File: src/rtl/cc_mux_scan_ctrl.sv
// cc_mux_scan_ctrl
// Walks an analog/digital mux through a channel range [First..Last]. For each
// channel it drives the selection, waits for the mux output to settle,
// captures the bus, and offers the word through a valid/ready handshake.
// Invalid ranges are rejected with a one-cycle error pulse. Abort returns to
// idle immediately. All outputs come straight from registers.
module cc_mux_scan_ctrl #(
    parameter int DATAWIDTH_MUX_SELECTION = 6,
    parameter int DATAWIDTH_BUS           = 32,
    parameter int NUM_CHANNELS            = 38,
    parameter int SETTLE_CYCLES           = 2
) (
    input  logic                               CC_MUX_SCAN_CLOCK_50,
    input  logic                               CC_MUX_SCAN_RESET_InLow,
    input  logic                               CC_MUX_SCAN_Start_In,
    input  logic                               CC_MUX_SCAN_Abort_In,
    input  logic [DATAWIDTH_MUX_SELECTION-1:0] CC_MUX_SCAN_FirstCh_In,
    input  logic [DATAWIDTH_MUX_SELECTION-1:0] CC_MUX_SCAN_LastCh_In,
    input  logic [DATAWIDTH_BUS-1:0]           CC_MUX_SCAN_MuxData_In,
    input  logic                               CC_MUX_SCAN_Ready_In,
    output logic [DATAWIDTH_MUX_SELECTION-1:0] CC_MUX_SCAN_Selection_Out,
    output logic [DATAWIDTH_BUS-1:0]           CC_MUX_SCAN_Data_Out,
    output logic [DATAWIDTH_MUX_SELECTION-1:0] CC_MUX_SCAN_Channel_Out,
    output logic                               CC_MUX_SCAN_Valid_Out,
    output logic                               CC_MUX_SCAN_Busy_Out,
    output logic                               CC_MUX_SCAN_Done_Out,
    output logic                               CC_MUX_SCAN_Error_Out
);

    localparam int SEL_W = DATAWIDTH_MUX_SELECTION;
    localparam int CNT_W = (SETTLE_CYCLES < 2) ? 1 : $clog2(SETTLE_CYCLES + 1);

    // One extra bit so NUM_CHANNELS == 2**SEL_W still compares correctly.
    localparam logic [SEL_W:0]   C_NUM_CH  = (SEL_W + 1)'(NUM_CHANNELS);
    localparam logic [CNT_W-1:0] C_SETTLE  = CNT_W'(SETTLE_CYCLES);
    localparam logic [CNT_W-1:0] C_CNT_ONE = CNT_W'(1);
    localparam logic [SEL_W-1:0] C_SEL_ONE = SEL_W'(1);

    typedef enum logic [2:0] {
        S_IDLE,
        S_SETTLE,
        S_CAPTURE,
        S_WAIT_ACK,
        S_DONE
    } state_t;

    state_t                  r_state;
    logic [SEL_W-1:0]        r_first;
    logic [SEL_W-1:0]        r_last;
    logic [SEL_W-1:0]        r_sel;
    logic [SEL_W-1:0]        r_chan;
    logic [DATAWIDTH_BUS-1:0] r_data;
    logic [CNT_W-1:0]        r_cnt;
    logic                    r_valid;
    logic                    r_busy;
    logic                    r_done;
    logic                    r_error;
    logic                    w_range_ok;

    // Range check for a start request: ordered and inside the channel count.
    always_comb begin
        w_range_ok = (CC_MUX_SCAN_FirstCh_In <= CC_MUX_SCAN_LastCh_In) &&
                     ({1'b0, CC_MUX_SCAN_LastCh_In} < C_NUM_CH);
    end

    // Scan sequencer: state, channel pointer, capture registers and status flags.
    always_ff @(posedge CC_MUX_SCAN_CLOCK_50) begin
        // NOTE: every register here is updated with <= so all branches see the
        // pre-edge values; a blocking write would leak into later reads.
        if (!CC_MUX_SCAN_RESET_InLow) begin
            r_state <= S_IDLE;
            r_first <= '0;
            r_last  <= '0;
            r_sel   <= '0;
            r_chan  <= '0;
            r_data  <= '0;
            r_cnt   <= '0;
            r_valid <= 1'b0;
            r_busy  <= 1'b0;
            r_done  <= 1'b0;
            r_error <= 1'b0;
        end else begin
            // Pulses default low and are raised only on the cycle they apply.
            r_done  <= 1'b0;
            r_error <= 1'b0;

            if ((r_state != S_IDLE) && CC_MUX_SCAN_Abort_In) begin
                // Abort outranks the handshake and the DONE exit.
                r_state <= S_IDLE;
                r_sel   <= '0;
                r_cnt   <= '0;
                r_valid <= 1'b0;
                r_busy  <= 1'b0;
            end else begin
                case (r_state)
                    S_IDLE: begin
                        if (CC_MUX_SCAN_Abort_In) begin
                            r_state <= S_IDLE;
                        end else if (CC_MUX_SCAN_Start_In) begin
                            if (w_range_ok) begin
                                r_first <= CC_MUX_SCAN_FirstCh_In;
                                r_last  <= CC_MUX_SCAN_LastCh_In;
                                r_sel   <= CC_MUX_SCAN_FirstCh_In;
                                r_cnt   <= C_SETTLE;
                                r_busy  <= 1'b1;
                                r_state <= S_SETTLE;
                            end else begin
                                r_error <= 1'b1;
                            end
                        end
                    end
                    S_SETTLE: begin
                        if (r_cnt <= C_CNT_ONE) begin
                            r_cnt   <= '0;
                            r_state <= S_CAPTURE;
                        end else begin
                            r_cnt <= r_cnt - C_CNT_ONE;
                        end
                    end
                    S_CAPTURE: begin
                        r_data  <= CC_MUX_SCAN_MuxData_In;
                        r_chan  <= r_sel;
                        r_valid <= 1'b1;
                        r_state <= S_WAIT_ACK;
                    end
                    S_WAIT_ACK: begin
                        if (CC_MUX_SCAN_Ready_In) begin
                            r_valid <= 1'b0;
                            if (r_sel == r_last) begin
                                r_done  <= 1'b1;
                                r_state <= S_DONE;
                            end else begin
                                r_sel   <= r_sel + C_SEL_ONE;
                                r_cnt   <= C_SETTLE;
                                r_state <= S_SETTLE;
                            end
                        end
                    end
                    S_DONE: begin
                        r_sel   <= '0;
                        r_busy  <= 1'b0;
                        r_state <= S_IDLE;
                    end
                    default: begin
                        r_state <= S_IDLE;
                        r_sel   <= '0;
                        r_valid <= 1'b0;
                        r_busy  <= 1'b0;
                    end
                endcase
            end
        end
    end

    assign CC_MUX_SCAN_Selection_Out = r_sel;
    assign CC_MUX_SCAN_Data_Out      = r_data;
    assign CC_MUX_SCAN_Channel_Out   = r_chan;
    assign CC_MUX_SCAN_Valid_Out     = r_valid;
    assign CC_MUX_SCAN_Busy_Out      = r_busy;
    assign CC_MUX_SCAN_Done_Out      = r_done;
    assign CC_MUX_SCAN_Error_Out     = r_error;

endmodule

File: config.mk
export PLATFORM = sky130hd
export DESIGN_NAME = cc_mux_scan_ctrl
export DESIGN_NICKNAME = d
export VERILOG_FILES = /design/src/rtl/cc_mux_scan_ctrl.sv
export SDC_FILE = /design/constraint.sdc
export NUM_CORES = 1
export LEC_CHECK = 0
export ABC_AREA = 1
export CORE_MARGIN = 3
export CORE_UTILIZATION = 40
export CTS_BUF_LIST = sky130_fd_sc_hd__clkbuf_4 sky130_fd_sc_hd__clkbuf_8
export DETAILED_ROUTE_END_ITERATION = 8
export DONT_BUFFER_PORTS = 1
export MAX_ROUTING_LAYER = met4
export PLACE_DENSITY = 0.67
export SLEW_MARGIN = 10
export SYNTH_ARGS = -nofsm -noshare
export SYNTH_HDL_FRONTEND = slang
export SYNTH_SLANG_ARGS = --single-unit
File: constraint.sdc
create_clock -name CC_MUX_SCAN_CLOCK_50 -period 1.5 [get_ports CC_MUX_SCAN_CLOCK_50]
set_input_delay 0.15 -clock CC_MUX_SCAN_CLOCK_50 [delete_from_list [all_inputs] [get_ports CC_MUX_SCAN_CLOCK_50]]
set_output_delay 0.15 -clock CC_MUX_SCAN_CLOCK_50 [all_outputs]
set_load 0.01 [all_outputs]
-- Word-level counts from Yosys, hierarchy flattened
Cells that the tools add are included.
- register bits after elaboration: 59
- bits in latches: 0
- bits in writable memories: 0
- bits in read-only memories: 0
- input bits: 49
- output and inout port bits: 48
- logic and storage cells: 84
- memories: 0
- add/sub/neg operators: 2
- multiply operators: 0
- div/mod/pow operators: 0
- $lt $le $gt $ge: 3
- equal/unequal tests: 13
- shift operators: 0
- multiplexer cells: 28
- bitwise logic cells: 10
- reductions and logical operators: 18
- operators by type and width (cell ; count):
    6-bit 2-to-1 mux ; 5
    3-bit 2-to-1 mux ; 6
    6-bit one-hot mux with 3 select lines ; 1
    2-bit 2-to-1 mux ; 6
    2-bit != test (second input constant) ; 6
    3-bit one-hot mux with 4 select lines ; 1
    6-bit AND reduction ; 2
    1-bit inverter ; 10
    4-bit AND reduction ; 2
    6-bit by 1-bit adder with 6-bit output (second input constant) ; 1
    3-bit by 2-bit equality test with 1-bit output (second input constant) ; 2
    6-bit equality test ; 1
    6-bit less-or-equal comparator ; 1
    6-bit < comparator (second input constant) ; 1
    1-bit 2-to-1 mux ; 6
    3-bit != test (second input constant) ; 2
    2-bit one-hot mux with 3 select lines ; 1
    3-bit nonzero test ; 2
    3-bit OR reduction ; 2
    5-bit AND reduction ; 1
    5-bit OR reduction ; 1
    2-bit AND reduction ; 2
    2-bit OR reduction ; 2
    4-bit OR reduction ; 1
    other kinds (8) ; 9

-- Longest topological paths before layout
- depth in word-level cells: 6
- gate-level depth with buffers: 14
- depth with buffers taken out: 14

-- Worst setup path after synthesis
No wires, ideal clock.
- path kind: input port to flip-flop
- from: in CC_MUX_SCAN_LastCh_In[5]
- to: reg r_cnt[0]
- library setup time: 113 ps
- data arrival time: 1301 ps
- data required time: 1387 ps
- setup slack: 86 ps
- stages: 12
- buffers on the path: 1
- cell sequence: inv_1 -> ha_1 -> nand2_1 -> nor2_1 -> nand3_1 -> nand2_1 -> nand2_1 -> nand2_1 -> buf_2 -> nand4_1 -> nand2_1 -> nor2_1
- longest elaborated chain between the ends: 4
- elaborated cells between the ends (all ways): 5
- ends and longest elaborated chain (element ; line ; RTL):
    start: declaration ; 18 ; input logic [DATAWIDTH_MUX_SELECTION-1:0] CC_MUX_SCAN_LastCh_In,
    6-bit less-or-equal comparator / 6-bit < comparator (equally long branches) ; 62, 63 ;
    1-bit logical AND (*) ; 62 ; w_range_ok = (CC_MUX_SCAN_FirstCh_In <= CC_MUX_SCAN_LastCh_In) &&
    2-bit != test (no line) (*) ; n/a ;
    6-bit AND reduction (no line) (*) ; n/a ;
    end signal: assignment ; 117 ; r_cnt <= r_cnt - C_CNT_ONE;
    end: declaration ; 53 ; logic [CNT_W-1:0] r_cnt;
Every way passes the cells marked *; elsewhere a longest branch is shown, timed or not.
A chain may end at the register's enable or synchronous reset.

-- Worst setup path in the final report
- from: reg r_sel[2], in the netlist CC_MUX_SCAN_Selection_Out[2]
- to: reg r_cnt[0]
- longest elaborated chain between the ends: 3
- ends and longest elaborated chain (element ; line ; RTL):
    start: declaration ; 50 ; logic [SEL_W-1:0] r_sel;
    start signal: assignment ; 103 ; r_sel <= CC_MUX_SCAN_FirstCh_In;
    start signal: assignment ; 133 ; r_sel <= r_sel + C_SEL_ONE;
    6-bit equality test ; 129 ; if (r_sel == r_last) begin
    2-bit != test (no line) ; n/a ;
    6-bit AND reduction (no line) ; n/a ;
Every way passes these cells.

==> metrics.md <==
| Metric | Value |
|---|---|
| Status | `finished, final reports clean` |
| Yosys warns | `0` |
| Syn avg cell area | `7.15 um^2` |
| Count of final max-slew check failures | `0` |
| Drt first pass iters | `4` |
| Mapped Cells | `395` |
| Placer Congestion | `0.896` |
| Total grt overflow | `0` |
| Area of placed instances | `3040 um^2` |
| WL/cell | `12.6 um` |
| FMAX | `0.715 GHz` |
| Post-layout net count | `483` |
| ANT cells | `0` |
| Die W | `90.0 um` |
| Core region area | `6600 um^2` |
| CP Data Required Time | `1.76 ns` |
| Main synth FF type | `dfxtp_1` |
| Total power | `4450 uW` |
| Utilization after layout | `0.526` |
| Final ANT Viol Nets | `0` |
| Post-synth EDFFs | `0` |
| Detail Placement HPWL | `4890 um` |
| CTS tree | `done` |
| Peak VDD IR | `581 uV` |
| Clock skew | `0.00622 ns` |
| Worst setup SP type | `register` |
| Hold Vio Cnt, Final | `0` |
| CTS Buf Count | `9` |
| Asr flop ratio synth | `0` |
| Pre-CTS setup slack | `-0.105 ns` |
| Final worst slack | `0.100 ns` |
| CP Max Fanout | `5` |
| Met2 Resource Use GR | `0.271` |
| CTS Root Cell | `clkbuf_8` |
| Final period utilization | `0.933` |
| Crit path DAT | `1.66 ns` |
| First-pass GRT wire length | `11400 um` |
| Post-synthesis sequential element count | `59` |
| Top Usage Layer GRT | `met2` |
| Total Wirelength | `6640 um` |
| Final non-filler cell total | `525` |
| Leakage | `0.00150 uW` |
| Commonest non-fill, non-tap cells in the layout | `inv_1, nand2_1, dfxtp_1` |
| Layout cells sized above 1 | `0.153` |
| Crit path capture type | `register` |
| Cell variety after synth | `35` |
| Worst hold path type | `primary input to register` |
| Vias | `2479` |
| CTS sink cnt | `59` |
| Tightest Pin Transition | `0.361 ns` |
| Dpl cells | `492` |
| Buffers on Ports | `0` |
| Reg-to-reg slack, setup | `0.10 ns` |
| Power density over the cells | `1280 nW/um^2` |
| Site Rows | `29` |
| Syn-to-layout area delta | `23.0%` |
| Finished Cell Area | `3470 um^2` |
| Fillers | `634` |
| Initial antenna violation count | `0` |
| Residual DRC | `0` |
| Min Tclk post-route | `1.40 ns` |
| Mapped Area | `2820 um^2` |
| Iter 0 DRT Violations | `41` |
| Largest net degree at the start of global routing | `53` |
| Setup CP Type | `register to register` |
| Max_cap viols | `0` |
| Overall Global Routing Usage | `0.177` |
| Via density | `4.72` |
| Maximum root-to-sink buffer count | `2` |
| GR Util met3 | `0.0860` |
| Most common cell after layout, fill and taps aside | `inv_1` |
| Mapped Nets | `451` |
| DIE AREA | `8100 um^2` |
| Die height | `90.0 um` |
| Met1 usage | `0.200` |
| Worst-Skew Late Latency | `0.32 ns` |
| Starting Density | `0.427` |
| Sequential area share after synthesis | `0.418` |
| # setup viols final | `0` |
| Reg clk slew, reported paths | `0.07 ns` |
| Vias in the first global route | `2440` |
| IO Count | `97` |
| Htree depth | `3` |
| Rel. slew slack | `0.757` |
-- through the flow --
step                      hold WS (ns)   TNS, ns
after floorplan                  0.227         0
after global placement           0.252   -0.0595
after detailed placement         0.255    -0.273
after CTS                      0.00152         0
after global routing           0.00398  -0.00522
final                           0.0188         0
-- flip-flops by register name, indices dropped and copies added (netlist names) --
signal / flops
CC_MUX_SCAN_Busy_Out: 1
CC_MUX_SCAN_Done_Out: 1
CC_MUX_SCAN_Valid_Out: 1
r_state: 3
CC_MUX_SCAN_Selection_Out: 6
CC_MUX_SCAN_Error_Out: 1
r_last: 6
r_cnt: 2
CC_MUX_SCAN_Channel_Out: 6
CC_MUX_SCAN_Data_Out: 32
-- critical path: stages, from the launching register on --
cell     delay (ns)
dfxtp_1        0.35
xor2_1         0.17
nor2_1         0.22
nand4_4        0.18
buf_4          0.20
nand4_1        0.08
nand2_1        0.06
nor2_1         0.09
-- repair_timing --
item / in CTS / in global routing
resized for setup: 2 / 8
buffers inserted: 0 / 1
hold endpoints to repair: 46 / 0
hold buffers: 16 / 0
endpoints found under the setup margin: 6 / 14
pin swaps: 1 / 1
-- synth_stat cells, types with 2 or more instances --
| cell | instances | area (um^2) |
|---|---|---|
| or2_0 | 2 | 12.5 |
| nor3_1 | 2 | 10.0 |
| dfxtp_1 | 59 | 1180 |
| ha_1 | 7 | 87.6 |
| nor2_4 | 4 | 45.0 |
| nand2_2 | 3 | 18.8 |
| o21ai_1 | 16 | 80.1 |
| nand3_1 | 9 | 45.0 |
| inv_2 | 5 | 18.8 |
| nand2_1 | 59 | 221 |
| nor2_1 | 34 | 128 |
| o21ai_0 | 27 | 135 |
| a21oi_2 | 2 | 17.5 |
| clkbuf_1 | 6 | 22.5 |
| nand4_1 | 10 | 62.6 |
| xor2_1 | 5 | 43.8 |
| a21oi_1 | 45 | 225 |
| inv_1 | 77 | 289 |
| buf_2 | 7 | 35.0 |
-- routing by layer --
| metal | vias up | wire length, um |
|---|---|---|
| li1 | 1311 | - |
| met1 | 1065 | 2910 |
| met2 | 95 | 2930 |
| met3 | 8 | 727 |
| met4 | 0 | 71 |
| met5 | - | 0 |
-- final cells by class --
| cell class | instances | area, um^2 | area share |
|---|---|---|---|
| Multi-Input combinational cell | 237 | 1270 | 0.366 |
| Sequential cell | 59 | 1190 | 0.343 |
| Timing Repair Buffer | 37 | 353 | 0.102 |
| Inverter | 83 | 312 | 0.0898 |
| Clock buffer | 12 | 159 | 0.0458 |
| Tap cell | 93 | 116 | 0.0335 |
| Clock inverter | 4 | 72.6 | 0.0209 |
-- worst paths after layout --
path                                                   start                       end  cells past startpoint
worst min-delay path              CC_MUX_SCAN_MuxData_In[28]  CC_MUX_SCAN_Data_Out[28]                      2
worst min register to register      CC_MUX_SCAN_Data_Out[19]  CC_MUX_SCAN_Data_Out[19]                      2
worst max-delay path            CC_MUX_SCAN_Selection_Out[2]                  r_cnt[0]                      7
worst max register to register  CC_MUX_SCAN_Selection_Out[2]                  r_cnt[0]                      7
-- power breakdown --
part           leakage, uW  switching, uW  internal (uW)
logic             0.000907            572            403
registers         0.000481            143           1700
clock network     0.000116            593           1040
-- kinds of logic after synthesis --
group | synth area share
buffers and inverters | 0.139
XOR/XNOR | 0.0155
flip-flops | 0.418
AND/OR/NAND/NOR | 0.214
adder cells (fa/ha/maj) | 0.0310
AO/OA/AOI/OAI | 0.182
Note: power is estimated with default switching activity, not from simulation.
